$ cat config.mk
export PLATFORM = sky130hd
export DESIGN_NAME = state_dump_engine_flat
export DESIGN_NICKNAME = d
export VERILOG_FILES = /design/src/rtl/state_dump_engine_if.sv /design/src/rtl/state_dump_engine.sv /design/src/flat_wrapper.sv
export SDC_FILE = /design/constraint.sdc
export NUM_CORES = 1
export LEC_CHECK = 0
export ABC_AREA = 1
export BUFFER_PORTS_ARGS = -buffer_cell sky130_fd_sc_hd__clkbuf_2
export CORE_MARGIN = 3
export CORE_UTILIZATION = 47
export CTS_CLUSTER_SIZE = 8
export DETAILED_ROUTE_END_ITERATION = 16
export HOLD_SLACK_MARGIN = 0.08
export PLACE_DENSITY_LB_ADDON = 0.12
export SKIP_CTS_REPAIR_TIMING = 1
export SYNTH_ARGS = -nofsm -noshare
export SYNTH_HDL_FRONTEND = slang
export SYNTH_SLANG_ARGS = --single-unit
export TNS_END_PERCENT = 1
$ cat constraint.sdc
create_clock -name clk -period 2.8 [get_ports clk]
set_input_delay 0.14 -clock clk [delete_from_list [all_inputs] [get_ports clk]]
set_output_delay 0.14 -clock clk [all_outputs]
set_load 0.01 [all_outputs]
$ cat src/rtl/state_dump_engine_if.sv
// Dump beat channel from the snapshot engine to a debug/trace sink.
// The engine drives the beat; the sink answers with out_ready.
interface state_dump_engine_if #(
  parameter int DATA_W = 32,
  parameter int MEM_AW = 10
);
  logic              out_valid;
  logic              out_ready;
  logic [DATA_W-1:0] out_data;
  logic [MEM_AW:0]   out_tag;
  logic              out_last;

  modport master (
    output out_valid,
    output out_data,
    output out_tag,
    output out_last,
    input  out_ready
  );

  modport slave (
    input  out_valid,
    input  out_data,
    input  out_tag,
    input  out_last,
    output out_ready
  );
endinterface

$ cat src/rtl/state_dump_engine.sv
// Halts the core and streams the GPRs and/or a data-memory window out
// over a valid/ready channel, registers first, then memory.
module state_dump_engine #(
  parameter int DATA_W   = 32,
  parameter int NUM_REGS = 32,
  parameter int REG_AW   = 5,
  parameter int MEM_AW   = 10
) (
  input  logic                clk,
  input  logic                rst,
  input  logic                start,
  input  logic [1:0]          mode,
  input  logic [MEM_AW-1:0]   mem_base,
  input  logic [MEM_AW:0]     mem_count,
  output logic                halt_req,
  input  logic                halt_ack,
  output logic [REG_AW-1:0]   reg_raddr,
  input  logic [DATA_W-1:0]   reg_rdata,
  output logic                mem_re,
  output logic [MEM_AW-1:0]   mem_raddr,
  input  logic [DATA_W-1:0]   mem_rdata,
  state_dump_engine_if.master dump,
  output logic                busy,
  output logic                done
);

  localparam logic [2:0] S_IDLE      = 3'd0;
  localparam logic [2:0] S_HALT      = 3'd1;
  localparam logic [2:0] S_REG_RD    = 3'd2;
  localparam logic [2:0] S_MEM_ISSUE = 3'd3;
  localparam logic [2:0] S_MEM_CAP   = 3'd4;
  localparam logic [2:0] S_EMIT      = 3'd5;
  localparam logic [2:0] S_FINISH    = 3'd6;

  localparam logic [REG_AW-1:0] REG_ONE  = REG_AW'(1);
  localparam logic [REG_AW-1:0] REG_LAST = REG_AW'(NUM_REGS - 1);
  localparam logic [MEM_AW:0]   CNT_ONE  = (MEM_AW+1)'(1);
  localparam logic [MEM_AW:0]   CNT_MAX  = {1'b1, {MEM_AW{1'b0}}};

  logic [2:0]        state;
  logic [1:0]        mode_q;
  logic [MEM_AW-1:0] base_q;
  logic [MEM_AW:0]   cnt_q;
  logic [MEM_AW:0]   mem_i;
  logic              valid_q;
  logic              last_q;
  logic [DATA_W-1:0] data_q;
  logic [MEM_AW:0]   tag_q;

  logic              regs_on;
  logic              mem_on;
  logic              last_reg;
  logic [MEM_AW-1:0] mem_addr_nxt;

  assign regs_on      = mode_q[0];
  assign mem_on       = mode_q[1] && (cnt_q != '0);
  assign last_reg     = (reg_raddr == REG_LAST);
  // mem_i never exceeds the clamped count, so its low bits wrap the address
  assign mem_addr_nxt = base_q + mem_i[MEM_AW-1:0];

  assign dump.out_valid = valid_q;
  assign dump.out_data  = data_q;
  assign dump.out_tag   = tag_q;
  assign dump.out_last  = last_q;

  always_ff @(posedge clk or posedge rst) begin
    if (rst) begin
      state     <= S_IDLE;
      mode_q    <= '0;
      base_q    <= '0;
      cnt_q     <= '0;
      mem_i     <= '0;
      valid_q   <= 1'b0;
      last_q    <= 1'b0;
      data_q    <= '0;
      tag_q     <= '0;
      halt_req  <= 1'b0;
      busy      <= 1'b0;
      done      <= 1'b0;
      reg_raddr <= '0;
      mem_re    <= 1'b0;
      mem_raddr <= '0;
    end else begin
      done   <= 1'b0;
      mem_re <= 1'b0;
      case (state)
        S_IDLE: begin
          if (start) begin
            mode_q    <= mode;
            base_q    <= mem_base;
            cnt_q     <= mem_count[MEM_AW] ? CNT_MAX : mem_count;
            mem_i     <= '0;
            reg_raddr <= '0;
            halt_req  <= 1'b1;
            busy      <= 1'b1;
            state     <= S_HALT;
          end
        end
        S_HALT: begin
          if (halt_ack) begin
            if (regs_on) begin
              state <= S_REG_RD;
            end else if (mem_on) begin
              mem_re    <= 1'b1;
              mem_raddr <= mem_addr_nxt;
              state     <= S_MEM_ISSUE;
            end else begin
              state <= S_FINISH;
            end
          end
        end
        S_REG_RD: begin
          data_q  <= reg_rdata;
          tag_q   <= {{(MEM_AW+1-REG_AW){1'b0}}, reg_raddr};
          last_q  <= last_reg && !mem_on;
          valid_q <= 1'b1;
          state   <= S_EMIT;
        end
        S_MEM_ISSUE: begin
          state <= S_MEM_CAP;
        end
        S_MEM_CAP: begin
          data_q  <= mem_rdata;
          tag_q   <= {1'b1, mem_raddr};
          last_q  <= ((mem_i + CNT_ONE) == cnt_q);
          mem_i   <= mem_i + CNT_ONE;
          valid_q <= 1'b1;
          state   <= S_EMIT;
        end
        S_EMIT: begin
          if (dump.out_ready) begin
            valid_q <= 1'b0;
            // last_q already folds in whether a memory section follows the registers
            if (last_q) begin
              state <= S_FINISH;
            end else if (!tag_q[MEM_AW] && !last_reg) begin
              reg_raddr <= reg_raddr + REG_ONE;
              state     <= S_REG_RD;
            end else begin
              mem_re    <= 1'b1;
              mem_raddr <= mem_addr_nxt;
              state     <= S_MEM_ISSUE;
            end
          end
        end
        S_FINISH: begin
          done     <= 1'b1;
          halt_req <= 1'b0;
          busy     <= 1'b0;
          state    <= S_IDLE;
        end
        default: state <= S_IDLE;
      endcase
    end
  end

endmodule
$ cat src/flat_wrapper.sv
// flat-port wrapper written by rule: the top's interface ports become plain ports
module state_dump_engine_flat 
#(
  parameter int DATA_W   = 32,
  parameter int NUM_REGS = 32,
  parameter int REG_AW   = 5,
  parameter int MEM_AW   = 10
)
  (clk, rst, start, mode, mem_base, mem_count, halt_req, halt_ack, reg_raddr, reg_rdata, mem_re, mem_raddr, mem_rdata, busy, done, dump_out_valid, dump_out_data, dump_out_tag, dump_out_last, dump_out_ready);
  state_dump_engine_if #(.DATA_W(DATA_W), .MEM_AW(MEM_AW)) dump_i ();
  input  logic clk;
  input  logic rst;
  input  logic start;
  input  logic [1:0] mode;
  input  logic [MEM_AW-1:0] mem_base;
  input  logic [MEM_AW:0] mem_count;
  output logic halt_req;
  input  logic halt_ack;
  output logic [REG_AW-1:0] reg_raddr;
  input  logic [DATA_W-1:0] reg_rdata;
  output logic mem_re;
  output logic [MEM_AW-1:0] mem_raddr;
  input  logic [DATA_W-1:0] mem_rdata;
  output logic busy;
  output logic done;
  output wire logic [$bits(dump_i.out_valid)-1:0] dump_out_valid;
  output wire logic [$bits(dump_i.out_data)-1:0] dump_out_data;
  output wire logic [$bits(dump_i.out_tag)-1:0] dump_out_tag;
  output wire logic [$bits(dump_i.out_last)-1:0] dump_out_last;
  input wire logic [$bits(dump_i.out_ready)-1:0] dump_out_ready;
  assign dump_out_valid = dump_i.out_valid;
  assign dump_out_data = dump_i.out_data;
  assign dump_out_tag = dump_i.out_tag;
  assign dump_out_last = dump_i.out_last;
  assign dump_i.out_ready = dump_out_ready;
  state_dump_engine #(.DATA_W(DATA_W), .NUM_REGS(NUM_REGS), .REG_AW(REG_AW), .MEM_AW(MEM_AW)) u_core (.clk(clk), .rst(rst), .start(start), .mode(mode), .mem_base(mem_base), .mem_count(mem_count), .halt_req(halt_req), .halt_ack(halt_ack), .reg_raddr(reg_raddr), .reg_rdata(reg_rdata), .mem_re(mem_re), .mem_raddr(mem_raddr), .mem_rdata(mem_rdata), .dump(dump_i), .busy(busy), .done(done));
endmodule
==> metrics.txt <==
outcome completed; Vias 5,008; Unique masters post-synth 35; Final Hold Viols 0; Final Slew Violations 0; vias in the first global route 4,471; RSZ-0062 raised after global routing no; row count 37; skew final 12.58 ps; H-tree levels 3; total negative slack 0 ps; max-cap violation count 0; total gr overflow 0; Synth area leaders dfrtp_1, nand2_1, o21ai_0; Die Wd 110.3 um; post-synthesis sequential area ratio 48.90%; biggest cell delay along the critical path 620 ps; area share of the largest cell type after synthesis 48.90%; critical path class flop to flop; FMAX 0.3923 GHz; Critical R2R Launch u_core.state[1]$_DFFE_PP0P_; final hold slack 62.61 ps; DRC Markers 0; WL final 14,190 um; Vias/cell 5.105; Syn Nets 747; wire per inst 14.46 um; met1 GRT Util 29.95%; number of I/O pins 156; PortBufs 155; Levels on crit path 8; Non-Filler Cell Area, Final 6700 um2; critical path startpoint u_core.state[1]$_DFFE_PP0P_; Top FF cell, synth dfrtp_1; Min-Delay Path Class input pin to flop; TritonCTS Buffers 9; hpwl dp 10,230 um; min Tclk post-route 2549 ps; core box area 10,460 um2; Cells after Synth 642; Initial Util 48.91%; DRT Pass-1 Iters 5; Clock Path Buffers 2; initial antenna violation count 0; Overall Global Routing Usage 22.69%; top cells by count, synth nand2_1, dfrtp_1, o21ai_0, nor2_1, inv_1; met2 Track Usage GR 37.44%; Mapped Area 5117 um2; GR peak layer met2; Area growth syn-to-layout 30.93%; Reg clk slew, reported paths 110 ps; r2r endpoint u_core.dump.out_data[2]$_DFFE_PP0P_; reg2reg path depth 8; largest net degree at the start of global routing 63; Power Dens Cells 1009 nW/um2; # diodes 0; R2R Setup Slk 250 ps; root buf cell clkbuf_8; critical path endpoint u_core.dump.out_data[2]$_DFFE_PP0P_; TritonCTS clock tree built; number of synthesized register bits 100; crit path cell chain inv_2, nor2_1, nand2_1, nand2_4, inv_2, nand2_1, o21ai_1, dlygate4sd3_1; fin crit share 91.03%; CP Launch Type flop; dpl cell area 5993 um2; die height 110.3 um; # setup viols final 0; Async S/R FF share, synth 100.0%; die area 12,180 um2; P_leak 3.476 nW; met3 Use GR 5.183%; worst path bufs/invs 3; family with the most delay on the worst path buffers and inverters; synthesized area per cell 7.971 um2; CP arrival 2870 ps; top-count cell post-synth nand2_1; Worst-Skew Late Latency 380 ps; 1st-iter DRT viols 373; antenna-violating nets left 0; CTS Sinks 100; Post-synth EDFFs 0; Final nets 945; Slew HR 48.26%; area leader, netlist dfrtp_1; Critical Path Fanout Max 43; CP max stage cell inv_2; share of cells above drive strength 1 24.02%; Setup crit end kind flop; Max VDD drop 0.0005462 V; final core occ 64.04%; Slew @ Worst Pin 776.1 ps; RD Place Congestion 0.9136; Req. time, crit path 3120 ps; warnings from Yosys 0; first-pass GRT wire length 21,510 um
sequential cells by signal, indices dropped and copies added, names as in the netlist, 2 cells and up:
signal,cells
u_core.mem_i,11
u_core.state,3
u_core.dump.out_data,32
u_core.reg_raddr,5
u_core.dump.out_tag,11
u_core.base_q,10
u_core.cnt_q,11
u_core.mem_raddr,10
u_core.mode_q,2
metal layers:
layer | up-vias | share of wire [%]
met1 | 2336 | 45
met2 | 160 | 47
li1 | 2495 | -
met4 | 0 | 1.1
met5 | - | 0
met3 | 17 | 6.7
worst reg2reg max path, cell delays in order (launching register included):
cell,delay [ps]
dfrtp_1,440
inv_2,90
nor2_1,60
nand2_1,230
nand2_4,260
inv_2,620
nand2_1,130
o21ai_1,110
dlygate4sd3_1,560
through the flow:
| stage | setup slack (ps) | total power [W] | std cells |
|---|---|---|---|
| floorplan | 41.22 | 0.004624 | 642 |
| global placement | 785.7 | 0.005615 | 915 |
| detailed placement | 675.0 | 0.005703 | 915 |
| CTS | 658.1 | 0.006675 | 931 |
| global route | 48.28 | 0.007388 | 981 |
| finish | 251.2 | 0.006759 | 981 |
cell usage in the layout (no fill, tap or decap), types with 2 or more instances in the layout:
master,instances
nand2_2,5
nor2_2,3
nor3_2,2
clkbuf_8,9
inv_1,43
dfrtp_1,100
clkinvlp_4,2
inv_6,2
ha_1,12
nor4_1,2
nor3_1,8
dlygate4sd3_1,50
nand2_1,188
inv_4,2
xnor2_1,6
nand3_1,32
o21ai_1,19
o22ai_1,5
a22o_1,2
buf_4,3
nor2_8,2
xor2_1,5
nand4_1,6
a21oi_1,11
nor2_1,57
o21ai_0,89
a31oi_1,2
inv_2,8
nor2_4,4
clkbuf_2,155
where the power goes:
| group | switching (W) | internal, W |
|---|---|---|
| Clock | 0.000543 | 0.000427 |
| Sequential | 0.000478 | 0.00207 |
| Combinational | 0.00204 | 0.00120 |
| Total | 0.00306 | 0.00370 |
cells by family (layout without fill, tap and decap cells):
logic type,after synthesis,count (layout),share of synthesized area (%)
AO/OA/AOI/OAI,132,132,13.47
XOR/XNOR,11,11,1.883
adder cells (fa/ha/maj),13,13,3.325
buffers and inverters,75,278,6.186
flip-flops,100,100,48.90
AND/OR/NAND/NOR,311,311,26.23
worst min path at each step:
stage                                           endpoint     startpoint  cells past startpoint
finish              u_core.dump.out_data[30]$_DFFE_PP0P_  mem_rdata[30]                      3
global route        u_core.dump.out_data[17]$_DFFE_PP0P_  mem_rdata[17]                      3
CTS                 u_core.dump.out_data[26]$_DFFE_PP0P_            rst                      2
detailed placement  u_core.dump.out_data[26]$_DFFE_PP0P_            rst                      2
global placement    u_core.dump.out_data[26]$_DFFE_PP0P_            rst                      2
floorplan                   u_core.mode_q[1]$_DFFE_PP0P_        mode[1]                      2
cell type report:
| cell class | count | area (um2) |
|---|---|---|
| fill | 924 | 3762 |
| sequential | 100 | 2502 |
| multi-input combinational | 467 | 2298 |
| timing repair buffer | 209 | 1319 |
| inverter | 53 | 203.9 |
| tap | 136 | 170.2 |
| clock buffer | 9 | 123.9 |
| clock inverter | 7 | 82.58 |
No activity file was read; power rests on OpenSTA's default activity.
